**config.mk**
```make
export PLATFORM = sky130hd
export DESIGN_NAME = l1_readout_tracker
export DESIGN_NICKNAME = d
export VERILOG_FILES = /design/src/rtl/l1_readout_tracker.sv
export SDC_FILE = /design/constraint.sdc
export NUM_CORES = 1
export LEC_CHECK = 0
export BUFFER_PORTS_ARGS = -buffer_cell sky130_fd_sc_hd__buf_2
export CAP_MARGIN = 30
export CORE_ASPECT_RATIO = 0.75
export CORE_MARGIN = 3
export CORE_UTILIZATION = 50
export CTS_BUF_LIST = sky130_fd_sc_hd__clkbuf_2
export DETAILED_ROUTE_END_ITERATION = 6
export PLACE_DENSITY_LB_ADDON = 0.15
export SYNTH_ARGS = -nofsm -noshare
export SYNTH_HDL_FRONTEND = slang
export SYNTH_SLANG_ARGS = --single-unit
```
**constraint.sdc**
```tcl
create_clock -name Clk -period 4.4 [get_ports Clk]
set_input_delay 0.44 -clock Clk [delete_from_list [all_inputs] [get_ports Clk]]
set_output_delay 0.44 -clock Clk [all_outputs]
set_load 0.02 [all_outputs]
```
**src/rtl/l1_readout_tracker.sv**
```systemverilog
// l1_readout_tracker: read side of the L1 trigger-in counter.
// Decodes the Gray write count, keeps a TMR read pointer, offers pending
// triggers over a valid/ack/done handshake and throttles the write side.
//
// state  | meaning
// -------+------------------------------------------------------------
// IDLE   | nothing pending, Trig_Valid low
// OFFER  | trigger rd_bin+1 offered, Trig_Valid high, waiting for Ack
// BUSY   | trigger accepted, readout running, waiting for Read_Done
module l1_readout_tracker #(
    parameter int CNT_W      = 4,
    parameter int FULL_LEVEL = 13
) (
    input  logic             Clk,
    input  logic             Reset,
    input  logic [CNT_W-1:0] i_L1In,
    input  logic             i_Trig_Ack,
    input  logic             i_Read_Done,
    output logic             o_Trig_Valid,
    output logic [CNT_W-1:0] o_Trig_Id,
    output logic [CNT_W-1:0] o_Pending,
    output logic             o_L1_Reg_Full,
    output logic             o_Error,
    output logic             o_Seq_Error
);

    localparam logic [CNT_W-1:0] ONE_C  = CNT_W'(1);
    localparam logic [CNT_W-1:0] TWO_C  = CNT_W'(2);
    localparam logic [CNT_W-1:0] FULL_C = CNT_W'(FULL_LEVEL);

    typedef enum logic [1:0] {
        ST_IDLE  = 2'd0,
        ST_OFFER = 2'd1,
        ST_BUSY  = 2'd2
    } state_t;

    function automatic logic [CNT_W-1:0] f_gray2bin(input logic [CNT_W-1:0] g);
        logic [CNT_W-1:0] b;
        b[CNT_W-1] = g[CNT_W-1];
        for (int i = CNT_W - 2; i >= 0; i--) begin
            b[i] = b[i+1] ^ g[i];
        end
        return b;
    endfunction

    state_t           r_state;
    state_t           w_state_nxt;
    logic [CNT_W-1:0] r_l1in_q;
    logic [CNT_W-1:0] r_rd0;
    logic [CNT_W-1:0] r_rd1;
    logic [CNT_W-1:0] r_rd2;
    logic [CNT_W-1:0] r_trig_id;
    logic [CNT_W-1:0] r_pending;
    logic             r_full;
    logic             r_seq_err;
    logic [2:0]       r_err;

    logic [CNT_W-1:0] w_wr_bin;
    logic [CNT_W-1:0] w_rd_bin;
    logic [CNT_W-1:0] w_rd_nxt;
    logic [CNT_W-1:0] w_pend_cur;
    logic [CNT_W-1:0] w_pend_in;
    logic [CNT_W-1:0] w_gray_diff;
    logic [CNT_W-1:0] w_trig_id_nxt;
    logic             w_done_ok;
    logic             w_gray_bad;
    logic             w_pend_drop;
    logic             w_seq_set;
    logic             w_rd_mis;

    assign w_wr_bin   = f_gray2bin(r_l1in_q);
    assign w_rd_bin   = (r_rd0 & r_rd1) | (r_rd0 & r_rd2) | (r_rd1 & r_rd2);
    assign w_pend_cur = w_wr_bin - w_rd_bin;
    assign w_rd_nxt   = w_done_ok ? (w_rd_bin + ONE_C) : w_rd_bin;

    // The incoming sample is checked against the held one, so a bad step is
    // flagged on the same edge that captures it.
    assign w_gray_diff = i_L1In ^ r_l1in_q;
    assign w_gray_bad  = (w_gray_diff & (w_gray_diff - ONE_C)) != '0;
    assign w_pend_in   = f_gray2bin(i_L1In) - w_rd_bin;
    assign w_pend_drop = w_pend_in < w_pend_cur;
    assign w_seq_set   = (i_Read_Done && (r_state != ST_BUSY)) || w_gray_bad || w_pend_drop;

    assign w_rd_mis = (r_rd0 != r_rd1) || (r_rd0 != r_rd2);

    // Input stage, voted read pointer copies and registered status
    always_ff @(posedge Clk or negedge Reset) begin
        if (!Reset) begin
            r_l1in_q  <= '0;
            r_rd0     <= '0;
            r_rd1     <= '0;
            r_rd2     <= '0;
            r_pending <= '0;
            r_full    <= 1'b0;
            r_seq_err <= 1'b0;
        end else begin
            r_l1in_q  <= i_L1In;
            r_rd0     <= w_rd_nxt;
            r_rd1     <= w_rd_nxt;
            r_rd2     <= w_rd_nxt;
            r_pending <= w_pend_cur;
            r_full    <= (w_pend_cur >= FULL_C);
            if (w_seq_set) begin
                r_seq_err <= 1'b1;
            end
        end
    end

    // FSM state and offered trigger id
    always_ff @(posedge Clk or negedge Reset) begin
        if (!Reset) begin
            r_state   <= ST_IDLE;
            r_trig_id <= '0;
        end else begin
            r_state   <= w_state_nxt;
            r_trig_id <= w_trig_id_nxt;
        end
    end

    // FSM next state; decisions use the live pointer difference because the
    // registered Pending still shows the pre-done value for one cycle.
    always_comb begin
        w_state_nxt   = r_state;
        w_trig_id_nxt = r_trig_id;
        w_done_ok     = 1'b0;
        case (r_state)
            ST_IDLE: begin
                if (w_pend_cur != '0) begin
                    w_state_nxt   = ST_OFFER;
                    w_trig_id_nxt = w_rd_bin + ONE_C;
                end
            end
            ST_OFFER: begin
                if (i_Trig_Ack) begin
                    w_state_nxt = ST_BUSY;
                end
            end
            ST_BUSY: begin
                if (i_Read_Done) begin
                    w_done_ok = 1'b1;
                    if (w_pend_cur != ONE_C) begin
                        w_state_nxt   = ST_OFFER;
                        w_trig_id_nxt = w_rd_bin + TWO_C;
                    end else begin
                        w_state_nxt = ST_IDLE;
                    end
                end
            end
            default: begin
                w_state_nxt = ST_IDLE;
            end
        endcase
    end

    // Pointer disagreement sampled mid-cycle into three voted flops
    always_ff @(negedge Clk or negedge Reset) begin
        if (!Reset) begin
            r_err <= '0;
        end else begin
            r_err <= {3{w_rd_mis}};
        end
    end

    assign o_Trig_Valid  = (r_state == ST_OFFER);
    assign o_Trig_Id     = r_trig_id;
    assign o_Pending     = r_pending;
    assign o_L1_Reg_Full = r_full;
    assign o_Error       = (r_err[0] & r_err[1]) | (r_err[0] & r_err[2]) | (r_err[1] & r_err[2]);
    assign o_Seq_Error   = r_seq_err;

endmodule

```
==> results of run 1 <==
==> stage by stage <==
step	cell area, µm²	worst slack [ps]	hold slack, ps	util, %	cells
after global placement	1300	1492	404.0	61.33	155
after CTS	1345	1405	14.49	63.46	159
after global routing	1355	1246	214.6	63.93	160
final	1355	1448	270.4	63.93	160
after detailed placement	1300	1425	409.3	61.33	155
after floorplan	1181	1717	144.4	-	107
==> cell usage after synthesis (all sizes together) <==
cell type,n,share of area [%]
xnor2,12,8.9
a21o,1,0.64
nand4,1,0.53
nand2b,1,0.53
nand3,2,0.85
conb,1,0.32
xor2,11,8.2
inv,12,3.8
dfrtp,20,42
mux2,5,4.8
a21oi,4,1.7
a211oi,1,0.64
nand2,6,1.9
o31ai,1,0.64
buf,1,0.64
fa,2,3.4
a21boi,2,1.3
nor2b,1,0.53
ha,11,12
nor2,2,0.64
clkbuf,1,0.32
o211ai,2,2.4
maj3,1,0.85
o21ai,6,2.5
==> cells by family after synthesis <==
| kind of cell | after synthesis | synth area share [%] |
|---|---|---|
| flip-flops | 20 | 42.37 |
| XOR/XNOR | 23 | 17.05 |
| buffers and inverters | 14 | 4.767 |
| AO/OA/AOI/OAI | 17 | 9.852 |
| adder cells (fa/ha/maj) | 14 | 15.89 |
| other | 1 | 0.3175 |
| multiplexers | 5 | 4.767 |
| AND/OR/NAND/NOR | 13 | 4.980 |
==> per-layer routing <==
| layer | routed length (µm) | GRT usage, % | up-vias |
|---|---|---|---|
| met2 | 823 | 25.21 | 22 |
| li1 | - | - | 390 |
| met4 | 8 | 3.965 | 0 |
| met1 | 990 | 19.97 | 350 |
| met3 | 123 | 5.069 | 2 |
| met5 | 0 | 0 | - |
==> critical path: stages (launching register included) <==
cell      delay (ps)
dfrtp_1          460
xor2_1           200
xnor2_1          340
xor2_1           130
ha_1             230
fa_1             380
xor2_1           320
nand3_1          180
o211ai_4         260
mux2_2           370
==> power by group <==
| group | switching, mW | internal, mW | total (mW) |
|---|---|---|---|
| clock | 0.0555 | 0.0785 | 0.134 |
| combinational | 0.310 | 0.253 | 0.563 |
| sequential | 0.0587 | 0.251 | 0.310 |
| total | 0.424 | 0.583 | 1.01 |
==> worst max-delay path by stage <==
stage	slack [ps]	end	startpoint
after floorplan	1720	o_Trig_Id[0]	r_l1in_q[3]
after global placement	1490	o_Trig_Id[2]	r_l1in_q[3]
after detailed placement	1430	o_Trig_Id[2]	r_l1in_q[3]
after CTS	1400	o_Trig_Id[2]	r_l1in_q[3]
after global routing	1250	o_Trig_Id[2]	r_l1in_q[3]
final	1450	o_Trig_Id[2]	r_l1in_q[3]
==> flip-flops by register name (all words and copies together), names as in the netlist <==
signal,flops
o_Pending,4
o_Trig_Id,4
r_l1in_q,4
r_rd2,4
r_state,2
o_L1_Reg_Full,1
o_Seq_Error,1
==> final cells by class <==
class                      count  area (µm²)  share of cell area, %
clock buffer                   3       15.01                  1.108
inverter                      12       45.04                  3.324
sequential                    20       500.5                  36.93
multi-input combinational     73       624.3                  46.08
clock inverter                 1       30.03                  2.216
tap                           32       40.04                  2.955
timing repair buffer          19       100.1                  7.387
==> repair_timing <==
item	CTS	global route
hold endpoints to repair	0	12
setup buffers	0	0
hold buffers	0	1
gates resized for setup	0	0
==> impl_metrics.py, run 1 <==
metrics = {
    "run_status": {
        "outcome": "completed",
    },
    "critical_path": {
        "crit_path_start_kind": "flip-flop",
        "cp.arrival_ps": 3170,
        "path_class": "reg -> reg",
        "reg2reg_to": "o_Trig_Id[2]",
        "r2r_cells": 9,
        "end_kind": "flip-flop",
        "required_ps": 4610,
        "path_max_fanout": 5,
        "regToRegSetupSlack_ps": 1450,
        "r2r_start": "r_l1in_q[3]",
    },
    "clocking": {
        "numCtsBuffers": 3,
        "cts_max_level": 1,
        "cts.sinks": 20,
        "clk_latency_ps": 320,
        "cts_tree": "built",
        "root_buffer": "clkbuf_2",
        "cts_buffer_depth": 2,
        "clk_pin_slew_ps": 190,
    },
    "min_path": {
        "holdPathStages": 2,
        "hold_class": "in -> reg",
        "worstHoldStart": "i_Trig_Ack",
        "hold-path-endpoint": "r_state[0]",
    },
    "finish": {
        "antenna_cells": 0,
        "final_common_cell": "dfrtp_1",
        "nFillCells": 191,
        "area_delta_synth_final_pct": 14.72,
        "drive_gt1_share_pct": 22.66,
        "nets": 150,
        "final_cell_mix": "dfrtp_1, buf_2, xnor2_1",
    },
    "global_routing": {
        "antenna_found_initial": 0,
        "grt-ovfl-total": 0,
        "grt_pass1_vias": 750,
        "track_usage_pct": 15.23,
        "grt_max_degree": 21,
        "grt_pass1_wl_mm": 3.401,
    },
    "pwr": {
        "power_density_nw_per_um2": 743.5,
        "total_power_mw": 1.007,
        "peakVddDrop_mv": 0.3273,
        "leakage_nw": 0.6516,
    },
    "sta": {
        "rsz0062_at_grt": "false",
        "drv_slew": 0,
        "finalClockSkew_ps": 14.95,
        "max_freq_mhz": 338.7,
        "finalCritPeriodShare_pct": 67.10,
        "hold_viol": 0,
        "setup-tns-final_ps": 0,
        "period_minus_slack_ps": 2952,
        "final-setup-viol-count": 0,
    },
    "place": {
        "gp_congestion": 0.7633,
        "portBuffers": 18,
        "hpwl_mm": 1.588,
    },
    "routing": {
        "drt_iter0_drc": 31,
        "dr.pass1.iters": 4,
        "routedWlPerCell_um": 12.15,
        "vias_per_cell": 4.775,
        "drc": 0,
        "num_vias": 764,
        "routed_wirelength_mm": 1.944,
        "ant_nets": 0,
    },
    "die": {
        "dieArea_um2": 2987,
        "coreArea_um2": 2120,
        "std_cell_rows": 14,
        "num_io_pins": 20,
        "die_y_um": 48.09,
        "dieWidth_um": 62.12,
        "initial_core_util_pct": 55.73,
    },
    "yosys": {
        "synth-seq-area-share_pct": 42.37,
        "synth_warnings": 0,
        "yosys.cell_types.count": 26,
        "syn_area_per_cell_um2": 11.04,
        "netlist_area_um2": 1181,
        "ys_ff_latch": 20,
        "synth_cells": 107,
        "syn_nets": 128,
    },
    "flow_run": {
        "drv_cap": 0,
    },
}
(Power assumes the default switching activity.)
==> run 2, diff against run 1 <==
==> constraint.sdc (replaced) <==
create_clock -name Clk -period 2.9 [get_ports Clk]
set_input_delay 0.29 -clock Clk [delete_from_list [all_inputs] [get_ports Clk]]
set_output_delay 0.29 -clock Clk [all_outputs]
set_load 0.02 [all_outputs]
==> run 2 against run 1 <==
Net effect: flip-flop and latch count stayed put; maximum frequency up 7.1%; first-iteration DRC count decreased by 39%; sequential power increased by 53%; largest power group unchanged; critical endpoint unchanged; global-route usage up 0.70 points; clock skew fell by 6.0 ps; non-clock buffer count up 5; count of clock-buffer cells in the layout stayed put.
==> impl_metrics.py, run 2 (same netlist as run 1, synthesis figures left out) <==
metrics = {
    "run_status": {
        "outcome": "completed",
    },
    "place": {
        "hpwl_mm": 1.639,
        "gp_congestion": 0.7910,
        "place_inst": 156,
        "portBuffers": 18,
        "dp_slack_ps": 64.79,
    },
    "routing": {
        "drc": 0,
        "routedWlPerCell_um": 12.56,
        "dr.pass1.iters": 4,
        "routed_wirelength_mm": 2.073,
        "drt_iter0_drc": 19,
        "num_vias": 813,
        "ant_nets": 0,
        "vias_per_cell": 4.927,
    },
    "sta": {
        "drv_slew": 0,
        "setup_ws_ps": 143.5,
        "max_freq_mhz": 362.8,
        "finalClockSkew_ps": 8.949,
        "final-setup-viol-count": 0,
        "hold_viol": 0,
        "finalCritPeriodShare_pct": 95.05,
        "hold_slack_ps": 113.4,
        "period_minus_slack_ps": 2756,
    },
    "critical_path": {
        "path_class": "reg -> reg",
        "path_delay_family": "XOR/XNOR gates",
        "critPathSlowestCell": "dfrtp_1",
        "crit_path_start_kind": "flip-flop",
        "required_ps": 3130,
        "cp.arrival_ps": 2990,
        "slowest_delay_ps": 460,
        "crit_chain": "xor2_1 -> xnor2_1 -> buf_4 -> buf_4 -> inv_1 -> ha_1 -> nand2_1 -> o21ai_0 -> xor2_1 -> inv_2 -> o211ai_4 -> mux2_2",
        "end_kind": "flip-flop",
        "cp_num_buf_inv": 4,
        "path_max_fanout": 5,
    },
    "pwr": {
        "leakage_nw": 0.6639,
        "power_density_nw_per_um2": 1126,
        "peakVddDrop_mv": 0.5381,
        "total_power_mw": 1.547,
    },
    "global_routing": {
        "track_usage_pct": 15.93,
        "grt-ovfl-total": 0,
        "grt_pass1_vias": 808,
        "grt_pass1_wl_mm": 3.594,
        "grt_max_degree": 21,
        "antenna_found_initial": 0,
    },
    "finish": {
        "area_delta_synth_final_pct": 16.31,
        "multi_input_area_um2": 631.9,
        "drive_gt1_share_pct": 25.56,
        "antenna_cells": 0,
        "final_common_cell": "dfrtp_1",
        "nFillCells": 176,
        "nets": 155,
        "instances_no_fill": 165,
        "seqCellArea_um2": 500.5,
        "final_cell_mix": "dfrtp_1, buf_2, xnor2_1",
    },
    "clocking": {
        "numCtsBuffers": 3,
        "root_buffer": "clkbuf_2",
        "cts_max_level": 1,
        "cts_tree": "built",
        "cts.sinks": 20,
        "clk_latency_ps": 320,
        "clk_pin_slew_ps": 180,
        "cts_buffer_depth": 2,
    },
    "die": {
        "dieArea_um2": 2987,
        "std_cell_rows": 14,
        "coreArea_um2": 2120,
        "dieWidth_um": 62.12,
        "num_io_pins": 20,
        "initial_core_util_pct": 55.73,
        "die_y_um": 48.09,
    },
    "flow_run": {
        "drv_cap": 0,
    },
    "min_path": {
        "hold_class": "in -> reg",
    },
}
[run 2: cell types whose count changed in the layout (fill, tap and decap cells not counted), sizes merged]
cell	change
buf	+5
bufinv	-1
clkinv	+1
[run 2: metal layers]
metal / track usage (%) / up-vias / part of all wire, %
li1: - / 405 / -
met1: 20.87 / 382 / 50
met2: 27.14 / 22 / 43
met3: 4.608 / 4 / 6.3
met4: 3.965 / 0 / 0.63
met5: 0 / - / 0
[run 2: layout make-up]
type | count | area share [%]
clock buffers | 3 | 1.093
clock inverters | 1 | 0.2732
inverters | 12 | 3.279
multi-input cells | 73 | 45.99
flip-flops and latches | 20 | 36.43
well taps | 32 | 2.914
repair buffers | 24 | 10.02
[run 2: metrics by stage]
step	util [%]	instance area, µm²	setup TNS (ps)
2_1_floorplan	-	1181	0
5_1_grt	64.82	1374	-111.9
3_3_place_gp	61.69	1308	0
4_1_cts	63.05	1336	0
3_5_place_dp	61.69	1308	0
6_report	64.82	1374	0
[run 2: worst paths after layout]
kind                             start      endpoint  slack (ps)  cells past startpoint
hold / removal               i_L1In[2]   r_l1in_q[2]         110                      1
hold reg to reg             r_state[0]    r_state[1]         520                      1
max in group asynchronous        Reset      r_rd2[1]        2190                      2
min in group asynchronous        Reset    r_state[1]         400                      2
setup / recovery           r_l1in_q[3]  o_Trig_Id[2]         140                     12
setup reg to reg           r_l1in_q[3]  o_Trig_Id[2]         140                     12
[run 2: timing repair]
item	in CTS	in global routing
hold endpoints to repair	20	0
hold buffers	1	0
resized for setup	0	1
endpoints found under the setup margin	0	5
setup buffers	0	4
[run 2: where the power goes]
group	total (mW)	switching (mW)	internal [mW]
sequential	0.473	0.0921	0.381
combinational	0.956	0.504	0.452
clock	0.118	0.0879	0.0300
total	1.55	0.684	0.863
[run 2: worst reg2reg max path, cell delays in order (launching register included)]
cell	delay (ps)
dfrtp_1	460
xor2_1	190
xnor2_1	260
buf_4	170
buf_4	110
inv_1	40
ha_1	260
nand2_1	40
o21ai_0	190
xor2_1	250
inv_2	80
o211ai_4	260
mux2_2	370
==> run 3, diff against run 2 <==
--- a/config.mk
+++ b/config.mk
@@ -8,9 +8,9 @@
 export BUFFER_PORTS_ARGS = -buffer_cell sky130_fd_sc_hd__buf_2
 export CAP_MARGIN = 30
 export CORE_ASPECT_RATIO = 0.75
-export CORE_MARGIN = 3
-export CORE_UTILIZATION = 50
+export CORE_UTILIZATION = 28
 export CTS_BUF_LIST = sky130_fd_sc_hd__clkbuf_2
+export CTS_CLUSTER_DIAMETER = 100
 export DETAILED_ROUTE_END_ITERATION = 6
 export PLACE_DENSITY_LB_ADDON = 0.15
 export SYNTH_ARGS = -nofsm -noshare
==> run 3 against run 2 <==
Net effect: core utilization shrank 31 points; worst hold slack gained 8.8 ps; first-iteration DRC count shrank 47%; highest routed layer unchanged; worst setup slack gained 22 ps.
==> impl_metrics.py, run 3 (same netlist as run 1, synthesis figures left out) <==
metrics = {
    "run_status": {
        "outcome": "completed",
    },
    "die": {
        "dieArea_um2": 4485,
        "initial_core_util_pct": 29.14,
        "coreArea_um2": 4054,
        "dieWidth_um": 77.00,
        "num_io_pins": 20,
        "die_y_um": 58.25,
        "std_cell_rows": 20,
    },
    "finish": {
        "nFillCells": 444,
        "nets": 151,
        "final_common_cell": "dfrtp_1",
        "area_delta_synth_final_pct": 17.48,
        "seqCellArea_um2": 500.5,
        "multi_input_area_um2": 646.9,
        "antenna_cells": 0,
        "finalInstanceArea_um2": 1388,
        "final_cell_mix": "dfrtp_1, buf_2, inv_1, xnor2_1, ha_1",
        "drive_gt1_share_pct": 24.81,
    },
    "routing": {
        "drt_iter0_drc": 10,
        "routedWlPerCell_um": 12.42,
        "ant_nets": 0,
        "dr.pass1.iters": 4,
        "drc": 0,
        "vias_per_cell": 4.163,
        "routed_wirelength_mm": 2.286,
        "num_vias": 766,
    },
    "clocking": {
        "cts_max_level": 1,
        "cts.sinks": 20,
        "numCtsBuffers": 3,
        "cts_tree": "built",
        "cts_setup_buffers": 0,
        "clk_latency_ps": 320,
        "clk_pin_slew_ps": 190,
        "root_buffer": "clkbuf_2",
        "cts_buffer_depth": 2,
    },
    "sta": {
        "finalClockSkew_ps": 16.06,
        "period_minus_slack_ps": 2735,
        "final-setup-viol-count": 0,
        "max_freq_mhz": 365.7,
        "rsz0062_at_grt": "false",
        "hold_viol": 0,
        "drv_slew": 0,
        "finalCritPeriodShare_pct": 94.30,
        "setup_ws_ps": 165.4,
    },
    "critical_path": {
        "cpMostUsedCell": "xor2_2",
        "regToRegSetupSlack_ps": 170,
        "critPathSlowestCell": "dfrtp_1",
        "crit_path_start_kind": "flip-flop",
        "cp.arrival_ps": 2950,
        "end_kind": "flip-flop",
        "path_class": "reg -> reg",
        "path_max_fanout": 5,
        "slowest_delay_ps": 480,
        "required_ps": 3110,
        "crit_chain": "xor2_2 -> xnor2_2 -> xor2_1 -> ha_1 -> fa_1 -> xor2_2 -> nand3_1 -> o211ai_4 -> mux2_2",
    },
    "place": {
        "gp_congestion": 0.7634,
        "dp_slack_ps": -34.48,
        "hpwl_mm": 1.842,
        "dpl_cell_area_um2": 1336,
        "portBuffers": 18,
    },
    "pwr": {
        "leakage_nw": 0.6515,
        "power_density_nw_per_um2": 1069,
        "peakVddDrop_mv": 0.3079,
    },
    "global_routing": {
        "grt_pass1_vias": 777,
        "antenna_found_initial": 0,
        "track_usage_pct": 11.32,
        "grt_max_degree": 21,
        "grt-ovfl-total": 0,
        "grt_pass1_wl_mm": 3.753,
    },
    "min_path": {
        "hold_class": "in -> reg",
    },
    "flow_run": {
        "drv_cap": 0,
    },
}
run 3: cell types whose count changed in the layout (fill, tap and decap cells not counted):
cell	previous run	this run
buf_4	5	1
xnor2_1	12	11
xnor2_2	0	1
xor2_2	1	2
xor2_1	10	9
run 3: final timing paths:
| check | startpoint | endpoint | cells past startpoint |
|---|---|---|---|
| worst max-delay path | r_l1in_q[3] | o_Trig_Id[3] | 9 |
| worst min-delay path | i_Trig_Ack | r_state[0] | 2 |
| worst max register to register | r_l1in_q[3] | o_Trig_Id[3] | 9 |
| worst min register to register | o_Trig_Id[3] | o_Trig_Id[3] | 1 |
| max in group asynchronous | Reset | r_l1in_q[1] | 2 |
| min in group asynchronous | Reset | r_state[0] | 2 |
run 3: stage by stage:
stage / setup TNS (ps) / hold WS, ps / utilization, % / std cells / total power, mW
after floorplan: 0 / -5.591 / - / 107 / 1.137
after global placement: 0 / 261.8 / 32.96 / 179 / 1.347
after detailed placement: -119.0 / 269.9 / 32.96 / 179 / 1.375
after CTS: 0 / 94.01 / 33.86 / 184 / 1.512
after global routing: 0 / 72.41 / 34.23 / 184 / 1.644
final: 0 / 122.2 / 34.23 / 184 / 1.483
run 3: what timing repair did:
action / in CTS / in global routing
hold endpoints to repair: 20 / 0
hold buffers: 1 / 0
setup endpoints to repair: 4 / 5
pin swaps: 0 / 1
resized for setup: 1 / 2
run 3: power by group:
part / internal (mW) / switching [mW]
clock network: 0.0300 / 0.0846
logic: 0.398 / 0.497
registers: 0.381 / 0.0912
total: 0.810 / 0.673
run 3: critical path, delay by kind of cell, from the launching register on:
family	cells	cell delay [ps]
AO/OA/AOI/OAI	1	260
multiplexers	1	360
XOR/XNOR	4	760
adder cells (fa/ha/maj)	2	630
AND/OR/NAND/NOR	1	160
flip-flops	1	480
run 3: routing by layer:
layer	part of all wire [%]	vias to the layer above	wire length (µm)	GRT usage (%)
met5	0	-	0	0
met4	0.61	0	14	3.235
met3	6.2	2	142	3.937
met2	41	22	940	17.09
met1	52	345	1189	15.40
li1	-	397	-	-
run 3: area by class of cell:
class	count	area share [%]
inverters	12	3.246
multi-input cells	73	46.62
well taps	55	4.959
clock inverters	1	0.2705
repair buffers	20	7.755
clock buffers	3	1.082
flip-flops and latches	20	36.07
